### src/rtl/osc_clkdiv_multi_if.sv
// Divisor programming bus for osc_clkdiv_multi.
// Carries a one-cycle write strobe with channel and value, and returns a one-cycle acknowledge.
interface osc_clkdiv_multi_if #(
  parameter int CH_W  = 2,
  parameter int DIV_W = 16
);

  logic             div_wr;
  logic [CH_W-1:0]  div_ch;
  logic [DIV_W-1:0] div_val;
  logic             div_ack;

  modport master (
    output div_wr,
    output div_ch,
    output div_val,
    input  div_ack
  );

  modport slave (
    input  div_wr,
    input  div_ch,
    input  div_val,
    output div_ack
  );

endinterface

### src/rtl/osc_clkdiv_multi.sv
// Multi-channel programmable divider on the oscillator clock.
// Each channel emits a one-cycle enable every D cycles plus a square wave; divisor changes land only on period boundaries.
module osc_clkdiv_multi #(
  parameter int NUM_CH         = 4,
  parameter int DIV_W          = 16,
  parameter int DEF_DIV        = 40,
  parameter int STARTUP_CYCLES = 1024
) (
  input  logic               clk,
  input  logic               reset,
  osc_clkdiv_multi_if.slave  bus,
  output logic               ready,
  output logic [NUM_CH-1:0]  ce,
  output logic [NUM_CH-1:0]  sq
);

  localparam int CH_W  = (NUM_CH > 1) ? $clog2(NUM_CH) : 1;
  localparam int CNT_W = (STARTUP_CYCLES > 1) ? $clog2(STARTUP_CYCLES) : 1;

  typedef enum logic {
    ST_SETTLE,
    ST_RUN
  } state_t;

  state_t            state_q, state_d;
  logic [CNT_W-1:0]  cnt_q, cnt_d;
  logic              ack_q;

  logic [DIV_W-1:0]  curDiv_q   [NUM_CH];
  logic [DIV_W-1:0]  curDiv_d   [NUM_CH];
  logic [DIV_W-1:0]  pendDiv_q  [NUM_CH];
  logic [DIV_W-1:0]  pendDiv_d  [NUM_CH];
  logic [DIV_W-1:0]  phase_q    [NUM_CH];
  logic [DIV_W-1:0]  phase_d    [NUM_CH];
  logic [NUM_CH-1:0] pendValid_q, pendValid_d;
  logic [NUM_CH-1:0] started_q, started_d;
  logic [NUM_CH-1:0] ce_q, ce_d;
  logic [NUM_CH-1:0] sq_q, sq_d;

  logic              running;
  logic [DIV_W-1:0]  deff;
  logic [DIV_W-1:0]  newDeff;
  logic [DIV_W-1:0]  phaseNext;

  // A programmed divisor of zero behaves as divide-by-one.
  function automatic logic [DIV_W-1:0] effDiv(input logic [DIV_W-1:0] d);
    return (d == '0) ? DIV_W'(1) : d;
  endfunction

  assign running     = (state_q == ST_RUN);
  assign ready       = running;
  assign ce          = ce_q;
  assign sq          = sq_q;
  assign bus.div_ack = ack_q;

  always_comb begin
    state_d = state_q;
    cnt_d   = cnt_q;
    case (state_q)
      ST_SETTLE: begin
        cnt_d = cnt_q + CNT_W'(1);
        if (cnt_q == CNT_W'(STARTUP_CYCLES - 1)) begin
          state_d = ST_RUN;
        end
      end
      default: begin
        state_d = ST_RUN;
      end
    endcase
  end

  // Per-channel phase tracking; a pending divisor is only adopted at the wrap so no period is ever cut short.
  always_comb begin
    pendValid_d = pendValid_q;
    started_d   = started_q;
    ce_d        = '0;
    sq_d        = '0;
    deff        = '0;
    newDeff     = '0;
    phaseNext   = '0;
    for (int i = 0; i < NUM_CH; i++) begin
      curDiv_d[i]  = curDiv_q[i];
      pendDiv_d[i] = pendDiv_q[i];
      phase_d[i]   = phase_q[i];
      deff         = effDiv(curDiv_q[i]);
      newDeff      = deff;
      phaseNext    = phase_q[i] + DIV_W'(1);

      if (!running) begin
        curDiv_d[i]    = pendDiv_q[i];
        pendValid_d[i] = 1'b0;
        phase_d[i]     = '0;
        started_d[i]   = 1'b0;
      end else if (phase_q[i] == deff - DIV_W'(1)) begin
        if (pendValid_q[i]) begin
          curDiv_d[i]    = pendDiv_q[i];
          pendValid_d[i] = 1'b0;
          newDeff        = effDiv(pendDiv_q[i]);
        end
        phase_d[i]   = '0;
        started_d[i] = 1'b1;
        ce_d[i]      = 1'b1;
        sq_d[i]      = ((newDeff >> 1) != '0);
      end else begin
        phase_d[i] = phaseNext;
        sq_d[i]    = started_q[i] && (phaseNext < (deff >> 1));
      end

      // A write landing on the wrap cycle stays pending for the following wrap.
      if (bus.div_wr && (bus.div_ch == CH_W'(i))) begin
        pendDiv_d[i]   = bus.div_val;
        pendValid_d[i] = 1'b1;
      end
    end
  end

  always_ff @(posedge clk or posedge reset) begin
    if (reset) begin
      state_q     <= ST_SETTLE;
      cnt_q       <= '0;
      ack_q       <= 1'b0;
      pendValid_q <= '0;
      started_q   <= '0;
      ce_q        <= '0;
      sq_q        <= '0;
      for (int i = 0; i < NUM_CH; i++) begin
        curDiv_q[i]  <= DIV_W'(DEF_DIV);
        pendDiv_q[i] <= DIV_W'(DEF_DIV);
        phase_q[i]   <= '0;
      end
    end else begin
      state_q     <= state_d;
      cnt_q       <= cnt_d;
      ack_q       <= bus.div_wr;
      pendValid_q <= pendValid_d;
      started_q   <= started_d;
      ce_q        <= ce_d;
      sq_q        <= sq_d;
      for (int i = 0; i < NUM_CH; i++) begin
        curDiv_q[i]  <= curDiv_d[i];
        pendDiv_q[i] <= pendDiv_d[i];
        phase_q[i]   <= phase_d[i];
      end
    end
  end

endmodule
### src/flat_wrapper.sv
// flat-port wrapper written by rule: the top's interface ports become plain ports
module osc_clkdiv_multi_flat 
#(
  parameter int NUM_CH         = 4,
  parameter int DIV_W          = 16,
  parameter int DEF_DIV        = 40,
  parameter int STARTUP_CYCLES = 1024
)
  (clk, reset, ready, ce, sq, bus_div_wr, bus_div_ch, bus_div_val, bus_div_ack);
  osc_clkdiv_multi_if #(.DIV_W(DIV_W)) bus_i ();
  input  logic clk;
  input  logic reset;
  output logic ready;
  output logic [NUM_CH-1:0] ce;
  output logic [NUM_CH-1:0] sq;
  input wire logic [$bits(bus_i.div_wr)-1:0] bus_div_wr;
  input wire logic [$bits(bus_i.div_ch)-1:0] bus_div_ch;
  input wire logic [$bits(bus_i.div_val)-1:0] bus_div_val;
  output wire logic [$bits(bus_i.div_ack)-1:0] bus_div_ack;
  assign bus_i.div_wr = bus_div_wr;
  assign bus_i.div_ch = bus_div_ch;
  assign bus_i.div_val = bus_div_val;
  assign bus_div_ack = bus_i.div_ack;
  osc_clkdiv_multi #(.NUM_CH(NUM_CH), .DIV_W(DIV_W), .DEF_DIV(DEF_DIV), .STARTUP_CYCLES(STARTUP_CYCLES)) u_core (.clk(clk), .reset(reset), .bus(bus_i), .ready(ready), .ce(ce), .sq(sq));
endmodule
### config.mk
export PLATFORM = sky130hd
export DESIGN_NAME = osc_clkdiv_multi_flat
export DESIGN_NICKNAME = d
export VERILOG_FILES = /design/src/rtl/osc_clkdiv_multi_if.sv /design/src/rtl/osc_clkdiv_multi.sv /design/src/flat_wrapper.sv
export SDC_FILE = /design/constraint.sdc
export NUM_CORES = 1
export LEC_CHECK = 0
export CAP_MARGIN = 30
export CORE_MARGIN = 2
export CORE_UTILIZATION = 63
export DETAILED_ROUTE_END_ITERATION = 8
export GPL_TIMING_DRIVEN = 0
export HOLD_SLACK_MARGIN = 0.12
export PLACE_DENSITY = 0.81
export REMOVE_ABC_BUFFERS = 1
export SKIP_LAST_GASP = 1
export SLEW_MARGIN = 10
export SYNTH_ARGS = -nofsm -noshare
export SYNTH_HDL_FRONTEND = slang
export SYNTH_SLANG_ARGS = --single-unit
### constraint.sdc
create_clock -name clk -period 8.48 [get_ports clk]
set_clock_uncertainty 0.1 [all_clocks]
set_input_delay 1.696 -clock clk [delete_from_list [all_inputs] [get_ports clk]]
set_output_delay 1.696 -clock clk [all_outputs]
set_load 0.005 [all_outputs]
==> results.py <==
metrics = {
    "worst_setup_path": {
        "slowest_stage": "dfstp_2",
        "end_kind": "register",
        "worst_ep_required_time_ps": 8790,
        "critical-path-max-stage-delay_ps": 640,
        "worstPathCellList": "inv_1 -> and3_1 -> a31oi_1 -> ha_1 -> nor3b_2 -> nand4_1 -> xnor2_1 -> a211o_1 -> nor4_2 -> nand4_1 -> o21ai_4 -> mux2_2",
        "cp-start-kind": "register",
        "cp_common_cell": "nand4_1",
        "arrival_ps": 4670,
        "criticalPathCategory": "reg2reg",
        "critPathMaxFanout": 16,
    },
    "power": {
        "total_power_mw": 2.87,
        "leakage_nw": 6.22,
        "ir_drop_mv": 0.157,
        "power.density_mw_per_mm2": 201,
    },
    "sta": {
        "rsz0062_at_grt": "no",
        "fmax_mhz": 229,
        "final_max_slew_viol_count": 0,
        "tightest_slew_ps": 893,
        "period_minus_slack_ps": 4360,
        "fin_ws_ps": 4120,
        "min_period_over_period": 0.514,
        "slew_headroom": 0.403,
        "setup-violations-final": 0,
        "hold_viol_final": 0,
    },
    "clock_tree": {
        "root_buffer": "clkbuf_16",
        "clock_path_buffers": 3,
        "post_cts_buffers": 0,
        "cts_tree": "built",
        "clock-sinks": 220,
        "clk_pin_slew_worst_paths_ps": 60,
        "clk_latency_ps": 530,
        "htree_levels": 1,
        "numCtsBuffers": 24,
        "holdBufCountCts": 0,
        "ctsResizeCount": 0,
    },
    "synth": {
        "yosys-top-cells-count": "dfrtp_1, mux2_2, xnor2_1",
        "synth_area_sq_mm": 0.0130,
        "avgSynthCellArea_sq_um": 10.7,
        "syn_inst": 1211,
        "yosys.area.top_type": "dfrtp_1",
        "ys_seq_elements": 220,
        "synth_top_area_share": 0.394,
        "ys_seq_area_frac": 0.426,
        "synth_edf_count": 0,
        "yosysUniqueCellTypes": 80,
        "synthFlopType": "dfrtp_1",
        "yosysMostFrequentCell": "dfrtp_1",
        "ys_top_cells_by_area": "dfrtp_1, mux2_2, ha_1",
        "synthArstFlopShare": 1.00,
        "yosysWarnings": 0,
    },
    "die": {
        "die_w_microns": 147,
        "std_cell_rows": 52,
        "die-area_sq_mm": 0.0217,
        "core_sq_mm": 0.0202,
        "ioPinCount": 31,
        "start_util": 0.641,
        "die_y_microns": 147,
    },
    "place": {
        "post-place-ws_ps": 4210,
        "place_congestion": 0.933,
        "io_buffer_count": 30,
        "dp_hpwl_microns": 20300,
    },
    "global_route": {
        "grt_use_total": 0.267,
        "busiest_layer": "met2",
        "grt_overflow": 0,
        "grt_util_met2": 0.444,
        "met1_usage": 0.371,
        "use_met3": 0.0333,
        "grt_pass1_vias": 9337,
        "grt_pass1_wl_microns": 47500,
        "grt_max_degree": 119,
        "grt_antenna_before_repair": 0,
    },
    "final_layout": {
        "final_nets": 1321,
        "final_layout_size_suffix_gt1_frac": 0.160,
        "syn2layout_area_growth_pct": 9.88,
        "diodes": 0,
    },
    "drt": {
        "initialDrtViolationCount": 639,
        "wl_per_cell_microns": 18.7,
        "firstDrtPassIters": 5,
        "ant_nets": 0,
        "via_count": 9427,
        "routed_wl_microns": 28400,
        "drc": 0,
        "via_per_inst": 6.19,
    },
    "job": {
        "max_cap_viol_count": 0,
    },
    "hold_path": {
        "hold_path_class": "reg2reg",
    },
    "status": {
        "status": "complete, no violations",
    },
}
## routing by layer
| layer | up-vias | part of all wire |
|---|---|---|
| met1 | 4646 | 0.45 |
| li1 | 4430 | - |
| met3 | 72 | 0.042 |
| met2 | 279 | 0.48 |
| met4 | 0 | 0.028 |
| met5 | - | 0 |
## state kept, by name, indices dropped and copies added, names as in the netlist
name                flops
u_core.sq               4
u_core.cnt_q           10
u_core.pendValid_q      4
u_core.curDiv_q        64
u_core.phase_q         64
u_core.ready            1
u_core.ce               4
u_core.pendDiv_q       64
u_core.bus.div_ack      1
u_core.started_q        4
## area by class of cell
| class | instances | area [sq um] |
|---|---|---|
| Inverter | 78 | 300 |
| Clock inverter | 13 | 120 |
| Clock buffer | 31 | 667 |
| Timing Repair Buffer | 35 | 373 |
| Fill cell | 1435 | 5990 |
| Tap cell | 270 | 338 |
| Multi-Input combinational cell | 876 | 6920 |
| Sequential cell | 220 | 5530 |
## where the power goes
part	switching (mW)	internal (mW)	total, mW
combinational	0.240	0.240	0.480
sequential	0.180	1.18	1.36
clock	0.438	0.591	1.03
## stage by stage
step / instance area [sq um] / cells / TNS [ps] / utilization / hold WS, ps
floorplan: 12700 / 1174 / 0 / - / 339
global placement: 13400 / 1474 / -376730 / 0.661 / 356
detailed placement: 13400 / 1478 / 0 / 0.665 / 359
CTS: 14200 / 1522 / 0 / 0.703 / 371
global route: 14200 / 1523 / 0 / 0.704 / 377
finish: 14200 / 1523 / 0 / 0.704 / 368
## logic make-up (layout without fill, tap and decap cells)
| family | after synthesis | after routing | share of synthesized area |
|---|---|---|---|
| xor+xnor | 137 | 137 | 0.0925 |
| simple gates | 403 | 403 | 0.179 |
| fa+ha+maj | 65 | 65 | 0.0627 |
| flops | 220 | 220 | 0.426 |
| compound gates | 135 | 135 | 0.0759 |
| mux | 136 | 136 | 0.123 |
| buf+inv | 115 | 157 | 0.0407 |
## worst max-delay path: cells and delay by family, from the launching register on
kind	cells	cell delay [ps]
DFF	1	640
AOI/OAI and AO/OA	3	1060
adders and majority gates	1	290
muxes	1	400
buffers and inverters	1	120
xor gates and xnor gates	1	180
and+or+nand+nor	5	1460
## layout by cell type, fill, tap and decap left out, types with 25 or more instances in the layout
| master | Yosys | routed |
|---|---|---|
| mux2_2 | 90 | 90 |
| xnor2_1 | 88 | 88 |
| nor2_1 | 55 | 55 |
| xor2_1 | 49 | 49 |
| and3_1 | 32 | 32 |
| inv_1 | 77 | 76 |
| o21ai_0 | 25 | 25 |
| nor2b_1 | 42 | 42 |
| nor3_1 | 29 | 29 |
| nand4_1 | 30 | 30 |
| nor4_1 | 40 | 40 |
| clkdlybuf4s50_1 | 0 | 30 |
| nand3_1 | 59 | 59 |
| ha_1 | 65 | 65 |
| dfrtp_1 | 204 | 203 |
| nand2_1 | 47 | 47 |
## worst paths after layout
kind                                      from             endpoint  slack, ps  cells past startpoint
max                        u_core.curDiv_q[51]  u_core.curDiv_q[61]       4120                     12
min                            u_core.cnt_q[4]      u_core.cnt_q[4]        370                      1
max reg2reg                u_core.curDiv_q[51]  u_core.curDiv_q[61]       4120                     12
min reg2reg                    u_core.cnt_q[4]      u_core.cnt_q[4]        370                      1
max in group asynchronous                reset   u_core.phase_q[27]       5690                      3
min in group asynchronous                reset    u_core.phase_q[4]       1560                      2
Power figures use the tool's default switching activity.
